===== config.mk =====
export PLATFORM = sky130hd
export DESIGN_NAME = jt89_noise_gen_flat
export DESIGN_NICKNAME = d
export VERILOG_FILES = /design/src/rtl/jt89_noise_gen_if.sv /design/src/rtl/jt89_noise_gen.sv /design/src/flat_wrapper.sv
export SDC_FILE = /design/constraint.sdc
export NUM_CORES = 1
export LEC_CHECK = 0
export ABC_AREA = 1
export CORE_ASPECT_RATIO = 0.7
export CORE_MARGIN = 4
export CORE_UTILIZATION = 56
export CTS_CLUSTER_DIAMETER = 200
export DETAILED_ROUTE_END_ITERATION = 10
export PLACE_DENSITY_LB_ADDON = 0.1
export SLEW_MARGIN = 10
export SYNTH_ARGS = -nofsm -noshare
export SYNTH_HDL_FRONTEND = slang
export SYNTH_SLANG_ARGS = --single-unit

===== constraint.sdc =====
create_clock -name clk -period 1.8 [get_ports clk]
set_clock_uncertainty 0.05 [all_clocks]
set_input_delay 0.27 -clock clk [delete_from_list [all_inputs] [get_ports clk]]
set_output_delay 0.27 -clock clk [all_outputs]
set_load 0.005 [all_outputs]

===== src/rtl/jt89_noise_gen_if.sv =====
// Bus bundle for the jt89 noise channel: register strobes and controls in,
// LFSR bit, shift strobe and attenuated sample out.
interface jt89_noise_gen_if;
  logic       clk_en;
  logic       clr;
  logic [2:0] ctrl3;
  logic [3:0] vol;
  logic       tone2;
  logic       noise_bit;
  logic       update;
  logic [8:0] snd;

  modport master (
    output clk_en, clr, ctrl3, vol, tone2,
    input  noise_bit, update, snd
  );

  modport slave (
    input  clk_en, clr, ctrl3, vol, tone2,
    output noise_bit, update, snd
  );
endinterface


===== src/rtl/jt89_noise_gen.sv =====
// jt89 noise channel: parametrised LFSR clocked by a rate divider or by
// tone channel 2 rising edges, followed by the jt89 attenuation stage.
module jt89_vol (
  input  logic       clk,
  input  logic       rst,
  input  logic       cen,
  input  logic       din,
  input  logic [3:0] vol,
  output logic [8:0] snd
);
  logic [7:0] max;

  // ~2 dB per attenuation step; 15 is mute
  always_comb begin
    max = '0;
    case (vol)
      4'd0:    max = 8'd255;
      4'd1:    max = 8'd203;
      4'd2:    max = 8'd161;
      4'd3:    max = 8'd128;
      4'd4:    max = 8'd102;
      4'd5:    max = 8'd81;
      4'd6:    max = 8'd64;
      4'd7:    max = 8'd51;
      4'd8:    max = 8'd40;
      4'd9:    max = 8'd32;
      4'd10:   max = 8'd26;
      4'd11:   max = 8'd20;
      4'd12:   max = 8'd16;
      4'd13:   max = 8'd13;
      4'd14:   max = 8'd10;
      default: max = 8'd0;
    endcase
  end

  always_ff @(posedge clk or posedge rst) begin
    if (rst)
      snd <= '0;
    else if (cen)
      snd <= din ? {1'b0, max} : -{1'b0, max};
  end
endmodule

module jt89_noise_gen #(
  parameter int unsigned       LFSR_W     = 16,
  parameter logic [LFSR_W-1:0] WHITE_TAPS = LFSR_W'(16'h0009),
  parameter logic [LFSR_W-1:0] SEED       = {1'b1, {(LFSR_W-1){1'b0}}},
  parameter int unsigned       DIV_BASE   = 32,
  parameter int unsigned       CNT_W      = 11,
  parameter bit                CLR_CNT    = 1'b0,
  parameter bit                INVERT     = 1'b0
) (
  input  logic               clk,
  input  logic               rst,
  jt89_noise_gen_if.slave    bus
);
  localparam logic [LFSR_W-1:0] TOP_BIT = {1'b1, {(LFSR_W-1){1'b0}}};

  logic [LFSR_W-1:0] shift;
  logic [LFSR_W-1:0] shift_nxt;
  logic [CNT_W-1:0]  cnt;
  logic [CNT_W-1:0]  reload;
  logic [1:0]        rate;
  logic              tone_en;
  logic              tone2_l;
  logic              up_div;
  logic              up_tone;
  logic              up;
  logic              fb;
  logic              noise_bit;
  logic              update;

  // Rate 3 keeps the divider running at the slowest reload; its strobe is ignored
  assign rate    = (bus.ctrl3[1:0] == 2'd3) ? 2'd2 : bus.ctrl3[1:0];
  assign reload  = CNT_W'(DIV_BASE << rate);
  assign up_div  = (cnt == CNT_W'(1));
  assign up_tone = bus.tone2 & ~tone2_l;
  assign up      = tone_en ? up_tone : up_div;

  always_comb begin
    fb        = bus.ctrl3[2] ? ^(shift & WHITE_TAPS) : shift[0];
    shift_nxt = {fb, shift[LFSR_W-1:1]};
    if (shift == '0)
      shift_nxt = TOP_BIT;
  end

  always_ff @(posedge clk or posedge rst) begin
    if (rst) begin
      shift     <= SEED;
      noise_bit <= SEED[0] ^ INVERT;
      update    <= 1'b0;
      cnt       <= '0;
      tone_en   <= 1'b0;
      tone2_l   <= 1'b0;
    end else begin
      update <= bus.clk_en & up & ~bus.clr;
      // clr is a register write and does not wait for clk_en
      if (bus.clr) begin
        shift     <= SEED;
        noise_bit <= SEED[0] ^ INVERT;
      end else if (bus.clk_en && up) begin
        shift     <= shift_nxt;
        noise_bit <= shift_nxt[0] ^ INVERT;
      end
      if (bus.clr && CLR_CNT)
        cnt <= '0;
      else if (bus.clk_en)
        cnt <= (cnt <= CNT_W'(1)) ? reload : cnt - CNT_W'(1);
      if (bus.clk_en) begin
        tone_en <= (bus.ctrl3[1:0] == 2'd3);
        tone2_l <= bus.tone2;
      end
    end
  end

  assign bus.noise_bit = noise_bit;
  assign bus.update    = update;

  jt89_vol u_vol (
    .clk (clk),
    .rst (rst),
    .cen (bus.clk_en),
    .din (noise_bit),
    .vol (bus.vol),
    .snd (bus.snd)
  );
endmodule


===== src/flat_wrapper.sv =====
// flat-port wrapper written by rule: the top's interface ports become plain ports
module jt89_noise_gen_flat 
#(
  parameter int unsigned       LFSR_W     = 16,
  parameter logic [LFSR_W-1:0] WHITE_TAPS = LFSR_W'(16'h0009),
  parameter logic [LFSR_W-1:0] SEED       = {1'b1, {(LFSR_W-1){1'b0}}},
  parameter int unsigned       DIV_BASE   = 32,
  parameter int unsigned       CNT_W      = 11,
  parameter bit                CLR_CNT    = 1'b0,
  parameter bit                INVERT     = 1'b0
)
  (clk, rst, bus_clk_en, bus_clr, bus_ctrl3, bus_vol, bus_tone2, bus_noise_bit, bus_update, bus_snd);
  jt89_noise_gen_if bus_i ();
  input  logic clk;
  input  logic rst;
  input wire logic [$bits(bus_i.clk_en)-1:0] bus_clk_en;
  input wire logic [$bits(bus_i.clr)-1:0] bus_clr;
  input wire logic [$bits(bus_i.ctrl3)-1:0] bus_ctrl3;
  input wire logic [$bits(bus_i.vol)-1:0] bus_vol;
  input wire logic [$bits(bus_i.tone2)-1:0] bus_tone2;
  output wire logic [$bits(bus_i.noise_bit)-1:0] bus_noise_bit;
  output wire logic [$bits(bus_i.update)-1:0] bus_update;
  output wire logic [$bits(bus_i.snd)-1:0] bus_snd;
  assign bus_i.clk_en = bus_clk_en;
  assign bus_i.clr = bus_clr;
  assign bus_i.ctrl3 = bus_ctrl3;
  assign bus_i.vol = bus_vol;
  assign bus_i.tone2 = bus_tone2;
  assign bus_noise_bit = bus_i.noise_bit;
  assign bus_update = bus_i.update;
  assign bus_snd = bus_i.snd;
  jt89_noise_gen #(.LFSR_W(LFSR_W), .WHITE_TAPS(WHITE_TAPS), .SEED(SEED), .DIV_BASE(DIV_BASE), .CNT_W(CNT_W), .CLR_CNT(CLR_CNT), .INVERT(INVERT)) u_core (.clk(clk), .rst(rst), .bus(bus_i));
endmodule

After elaboration in Yosys (flattened, before gate mapping)
Memories as Yosys holds them, arrays and structs flattened.
Index checks and enable logic that the tools add are counted.
{ "classes": {"n_reduce_logical": 4, "order_cmp": 1, "bitwise_logic": 5, "eq_ne": 2, "addsub": 2, "mux": 10, "shift": 1} }
{ "ops": {"columns": ["op", "count"], "rows": [
  ["16-bit 2-to-1 mux", 3],
  ["16-bit zero test", 1],
  ["16-bit XOR reduction", 1],
  ["11-bit by 1-bit equality test with 1-bit output (second input constant)", 1],
  ["11-bit by 1-bit <= comparator with 1-bit output (second input constant)", 1],
  ["11-bit 2-to-1 mux", 1],
  ["6-bit by 2-bit << shifter with 11-bit output (first input constant)", 1],
  ["11-bit by 1-bit subtractor with 11-bit output (second input constant)", 1],
  ["9-bit 2-to-1 mux", 1],
  ["8-bit negation with 9-bit output", 1],
  ["1-bit 2-to-1 mux", 4],
  ["1-bit bitwise AND", 3],
  ["2-bit equality test (second input constant)", 1],
  ["2-bit 2-to-1 mux", 1],
  ["1-bit inverter", 2],
  ["2-bit nonzero test", 1],
  ["1-bit logical AND", 1]
]} }
{ "word_totals": {"register_bits": 40, "rom_bits": 128, "input_bits": 12, "wordCells": 33, "n_memories": 1, "output_inout_bits": 11} }
{ "mem_list": {"columns": ["name", "depth", "width", "read_ports", "rd_clocked_by_memory_dff", "write_ports", "line", "text"], "rows": [
  ["(name not given)", 16, 8, 1, 0, 0, "jt89_noise_gen.sv:16", "case (vol)"]
]} }

Longest topological paths before layout
{ "logic_depth": {"depth_word": 6, "mapped_depth": 14} }

Hierarchy
Synthesis repeated with hierarchy kept, for this count alone.
{ "unflattened": {"cells_unflattened": 316, "area_unflattened_um2": 2433.6} }
{ "modules_own_cells": {"columns": ["mod", "n_inst", "cells_each", "area_per_inst_um2"], "rows": [
  ["jt89_noise_gen", 1, 199, 1654.1],
  ["jt89_vol", 1, 117, 779.5]
]} }

Worst setup path before layout
Ideal clock, no wire load.
{ "synth_path": {"path_type": "input to register", "startpoint": "input bus_vol[1]", "endpoint": "register u_core.u_vol.snd[4]", "path_stages": 12, "t_required_ns": 1.633, "setup_slack_ns": 0.096, "setup_ns": 0.117, "t_arrival_ns": 1.537, "cell_sequence": "inv_1 ha_1 inv_1 nand2_1 nand3_2 nand2_2 ha_1 nand2_1 o21ai_1 or2_1 nand3_1 nand2_1"} }
{ "synth_between": {"elab_chain_len": 3} }
{ "synth_rtl": {"columns": ["item", "line", "text"], "rows": [
  ["start: declaration", "flat_wrapper.sv:19", "input wire logic [$bits(bus_i.vol)-1:0] bus_vol;"],
  ["memory read 16 x 8 bit (*)", null, null],
  ["8-bit negation with 9-bit output", "jt89_noise_gen.sv:40", "snd <= din ? {1'b0, max} : -{1'b0, max};"],
  ["9-bit 2-to-1 mux (*)", "jt89_noise_gen.sv:40", null],
  ["end signal: assignment", "jt89_noise_gen.sv:40", null],
  ["end: declaration", "jt89_noise_gen.sv:9", "output logic [8:0] snd"]
]} }
Every way passes the cells marked *; elsewhere a longest branch is shown, timed or not.
A chain may end at the register's enable or synchronous reset.

Worst setup path in the final report
Same ends and word-level chain as after synthesis.

==> summary.md <==
| Metric | Value |
|---|---|
| Remaining DRCs | `0` |
| Clk_lat worst skew | `0.29 ns` |
| Max Fanout on Critical Path | `2` |
| Die boundary width | `83.7 um` |
| Largest net degree at the start of global routing | `32` |
| Layout cell share with drive strength beyond 1 | `22.7%` |
| Post-synthesis instance total | `~280` |
| Status | `finished, final reports clean` |
| ANT nets after route | `0` |
| Placed Instances | `374` |
| Top cells by area, synth | `dfrtp_1, nand2_1, inv_1` |
| Clock edge transition at the registers on the reported setup and hold paths | `0.07 ns` |
| DRT Wirelength | `about 5 mm` |
| Final hold violation count | `0` |
| Number of sinks on the clock net | `39` |
| Relative slew slack | `75.2%` |
| Number of buffer cells added on primary ports | `22` |
| Number of buffers inserted by hold repair at cts | `0` |
| Syn Std Cell Area | `0.00224 sq mm` |
| Static leakage | `1.44 nW` |
| Vias/cell | `between 5 and 6` |
| Buffer type at the clock tree root | `clkbuf_8` |
| #FFs+latches synth | `39` |
| Clock H-tree levels | `2` |
| Most used flip-flop cell after synthesis | `dfrtp_1` |
| Worst r2r path cells | `8` |
| Area of the core | `between 0.003 and 0.004 sq mm` |
| Multi-input logic area | `0.00106 sq mm` |
| Leftover overflow at the end of global routing | `0` |
| Register area | `977 sq um` |
| Critical Path Start Type | `primary input` |
| Initial DRC Count | `149` |
| Cell type with the highest aggregate area in the netlist | `dfrtp_1` |
| Worst VDD drop | `0.000712 V` |
| Total of warnings raised by yosys | `0` |
| Initial core utilization | `60.7%` |
| Number of I/O pins | `23` |
| Floorplan die height | `61.0 um` |
| Number of flops mapped to enable cells by yosys | `0` |
| Number of CTS-inserted buffers | `5` |
| Avg Synthesized Cell Area | `between 8 and 9 sq um` |
| MaxCap Viol Count | `0` |
| Number of global-route vias before repair | `~2.0k` |
| Post-synth net total | `300` |
| Number of failing setup endpoints in the final timing report | `0` |
| Routed wirelength normalized by instance count | `13.3 um` |
| Slew of the pin with the lowest slew margin | `0.372 ns` |
| Weighted congestion at the end of routability-driven global placement | `0.854` |
| Ratio of total power to cell area | `approximately 940 mW/mm^2` |
| Total global-route track usage | `21.9%` |
| Core Rows | `18` |
| Arrival time worst endpoint | `1.84 ns` |
| Share of flip-flops with an asynchronous set or reset after synthesis | `100%` |
| Detailed placement HPWL | `3.65 mm` |
| Worst reg2reg setup slack | `about 0.13 ns` |
| Drt first pass iters | `5` |
| Distinct cell type count after synthesis | `35` |
| Period utilisation layout | `95.0%` |
| Diodes inserted | `0` |
| CTS tree | `yes` |
| FILL cells | `263` |
| Req. time, crit path | `1.93 ns` |
| Share of the synthesized area in the top cell type | `42.4%` |
| Area of all placed cells without fillers | `slightly below 0.003 sq mm` |
| Tmin final | `1.71 ns` |
| First-pass GRT wire length | `8.90 mm` |
| Count of vias placed by the detailed router | `roughly 2k` |
| Final std cells w/o fill | `385` |
| Maximum clock rate | `0.585 GHz` |
| Area of the die | `0.00510 sq mm` |
| Type of the worst setup path | `in -> reg` |
| Critical path endpoint category | `flip-flop` |
| Share of the yosys chip area belonging to registers | `43.6%` |
| Initial antenna violation count | `0` |
| Max Slew Vio Count | `0` |
| Layout overhead on the synthesized area | `28.7%` |
| Path type of the worst min-delay path | `in -> async` |
| Cell Area, Placed | `0.00271 sq mm` |
| Clock Path Buffers | `2` |
| # nets final | `355` |
layer usage:
layer  routed length (um)  share of wire, %  global-route usage [%]
met1                 2500                49                    30.8
met2                 2220                43                    34.2
met3                  357               7.0                    5.02
met4                   51              0.99                    6.88
met5                    0                 0                       0
report_power, final:
| part | internal, mW | switching, mW |
|---|---|---|
| Clock | 0.449 | 0.308 |
| Combinational | 0.358 | 0.430 |
| Sequential | 1.02 | 0.148 |
cell usage after synthesis, types with 4 or more instances:
master	n
dfrtp_1	38
ha_1	9
nor3_1	5
nor2_2	4
a21oi_1	5
o21ai_0	12
nand2_1	60
nand2_2	6
xor2_1	5
nor2_1	16
buf_2	4
inv_1	42
nand3_1	24
o22ai_1	16
sequential cells by signal, indices dropped and copies added, names as in the netlist:
register           count
u_core.bus.update      1
u_core.cnt            11
u_core.shift          16
u_core.tone2_l         1
u_core.tone_en         1
u_core.u_vol.snd       9
cells by family (layout without fill, tap and decap cells):
kind of cell	Yosys count	after routing	share of synthesized area, %
AOI/OAI and AO/OA	43	43	11.4
DFF	39	39	43.6
buffers and inverters	53	109	10.5
xor gates and xnor gates	6	6	2.34
and+or+nand+nor	129	129	27.1
adders and majority gates	9	9	5.02
worst paths after layout:
check	startpoint	to
max	bus_vol[1]	u_core.u_vol.snd[4]$_DFFE_PP0P_
min	rst	u_core.shift[13]$_DFFE_PP0P_
max reg2reg	u_core.cnt[6]$_DFFE_PP0P_	u_core.cnt[9]$_DFFE_PP0P_
min reg2reg	u_core.u_vol.snd[4]$_DFFE_PP0P_	u_core.u_vol.snd[4]$_DFFE_PP0P_
max in group asynchronous	rst	u_core.cnt[3]$_DFFE_PP0P_
min in group clk	u_core.u_vol.snd[4]$_DFFE_PP0P_	u_core.u_vol.snd[4]$_DFFE_PP0P_
cell usage in the layout, fill, tap and decap left out, types with 3 or more instances in the layout:
cell type | Yosys | layout
nand2_1 | 60 | 57
inv_1 | 42 | 40
dfrtp_1 | 38 | 38
buf_4 | 2 | 33
nand3_1 | 24 | 24
clkdlybuf4s50_1 | 0 | 18
nor2_1 | 16 | 16
o22ai_1 | 16 | 16
o21ai_0 | 12 | 12
nand2_2 | 6 | 9
ha_1 | 9 | 8
clkbuf_8 | 0 | 6
xor2_1 | 5 | 5
nor2_2 | 4 | 4
a21oi_1 | 5 | 4
inv_2 | 1 | 3
o21ai_1 | 3 | 3
nand4_1 | 3 | 3
nor3_1 | 5 | 3
nor3_2 | 1 | 3
or2_2 | 3 | 3
dlygate4sd2_1 | 0 | 3
critical path, cell delays in order:
cell	delay [ns]
dlygate4sd2_1	0.26
buf_4	0.15
ha_1	0.21
nand2_2	0.09
nand2_1	0.07
nand2_2	0.09
inv_2	0.06
ha_4	0.16
nand2_2	0.06
o21ai_1	0.08
or2_1	0.23
nand3_1	0.07
nand2_1	0.05
repair_timing:
item | CTS | global route
pin swaps | 6 | 1
buffers inserted | 3 | 0
resized for setup | 11 | 4
setup endpoints to repair | 5 | 5
stage by stage:
step	setup WS, ns	TNS (ns)	power (mW)	hold WS [ns]	util, %
3_3_place_gp	-0.433	-2.58	1.89	0.412	73.4
4_1_cts	0.104	0	2.71	0.199	77.8
5_1_grt	-0.0105	-0.0105	2.88	0.216	78.2
3_5_place_dp	-0.467	-2.79	1.92	0.417	73.4
6_report	0.0895	0	2.71	0.202	78.2
2_1_floorplan	0.0959	0	1.65	0.367	-
layout make-up:
cell class | instances | share of cell area, %
tap | 50 | 2.17
clock inverter | 2 | 1.21
timing repair buffer | 57 | 17.3
multi-input combinational | 187 | 36.8
sequential | 39 | 33.9
inverter | 44 | 5.81
clock buffer | 6 | 2.86
(Power assumes the default switching activity.)
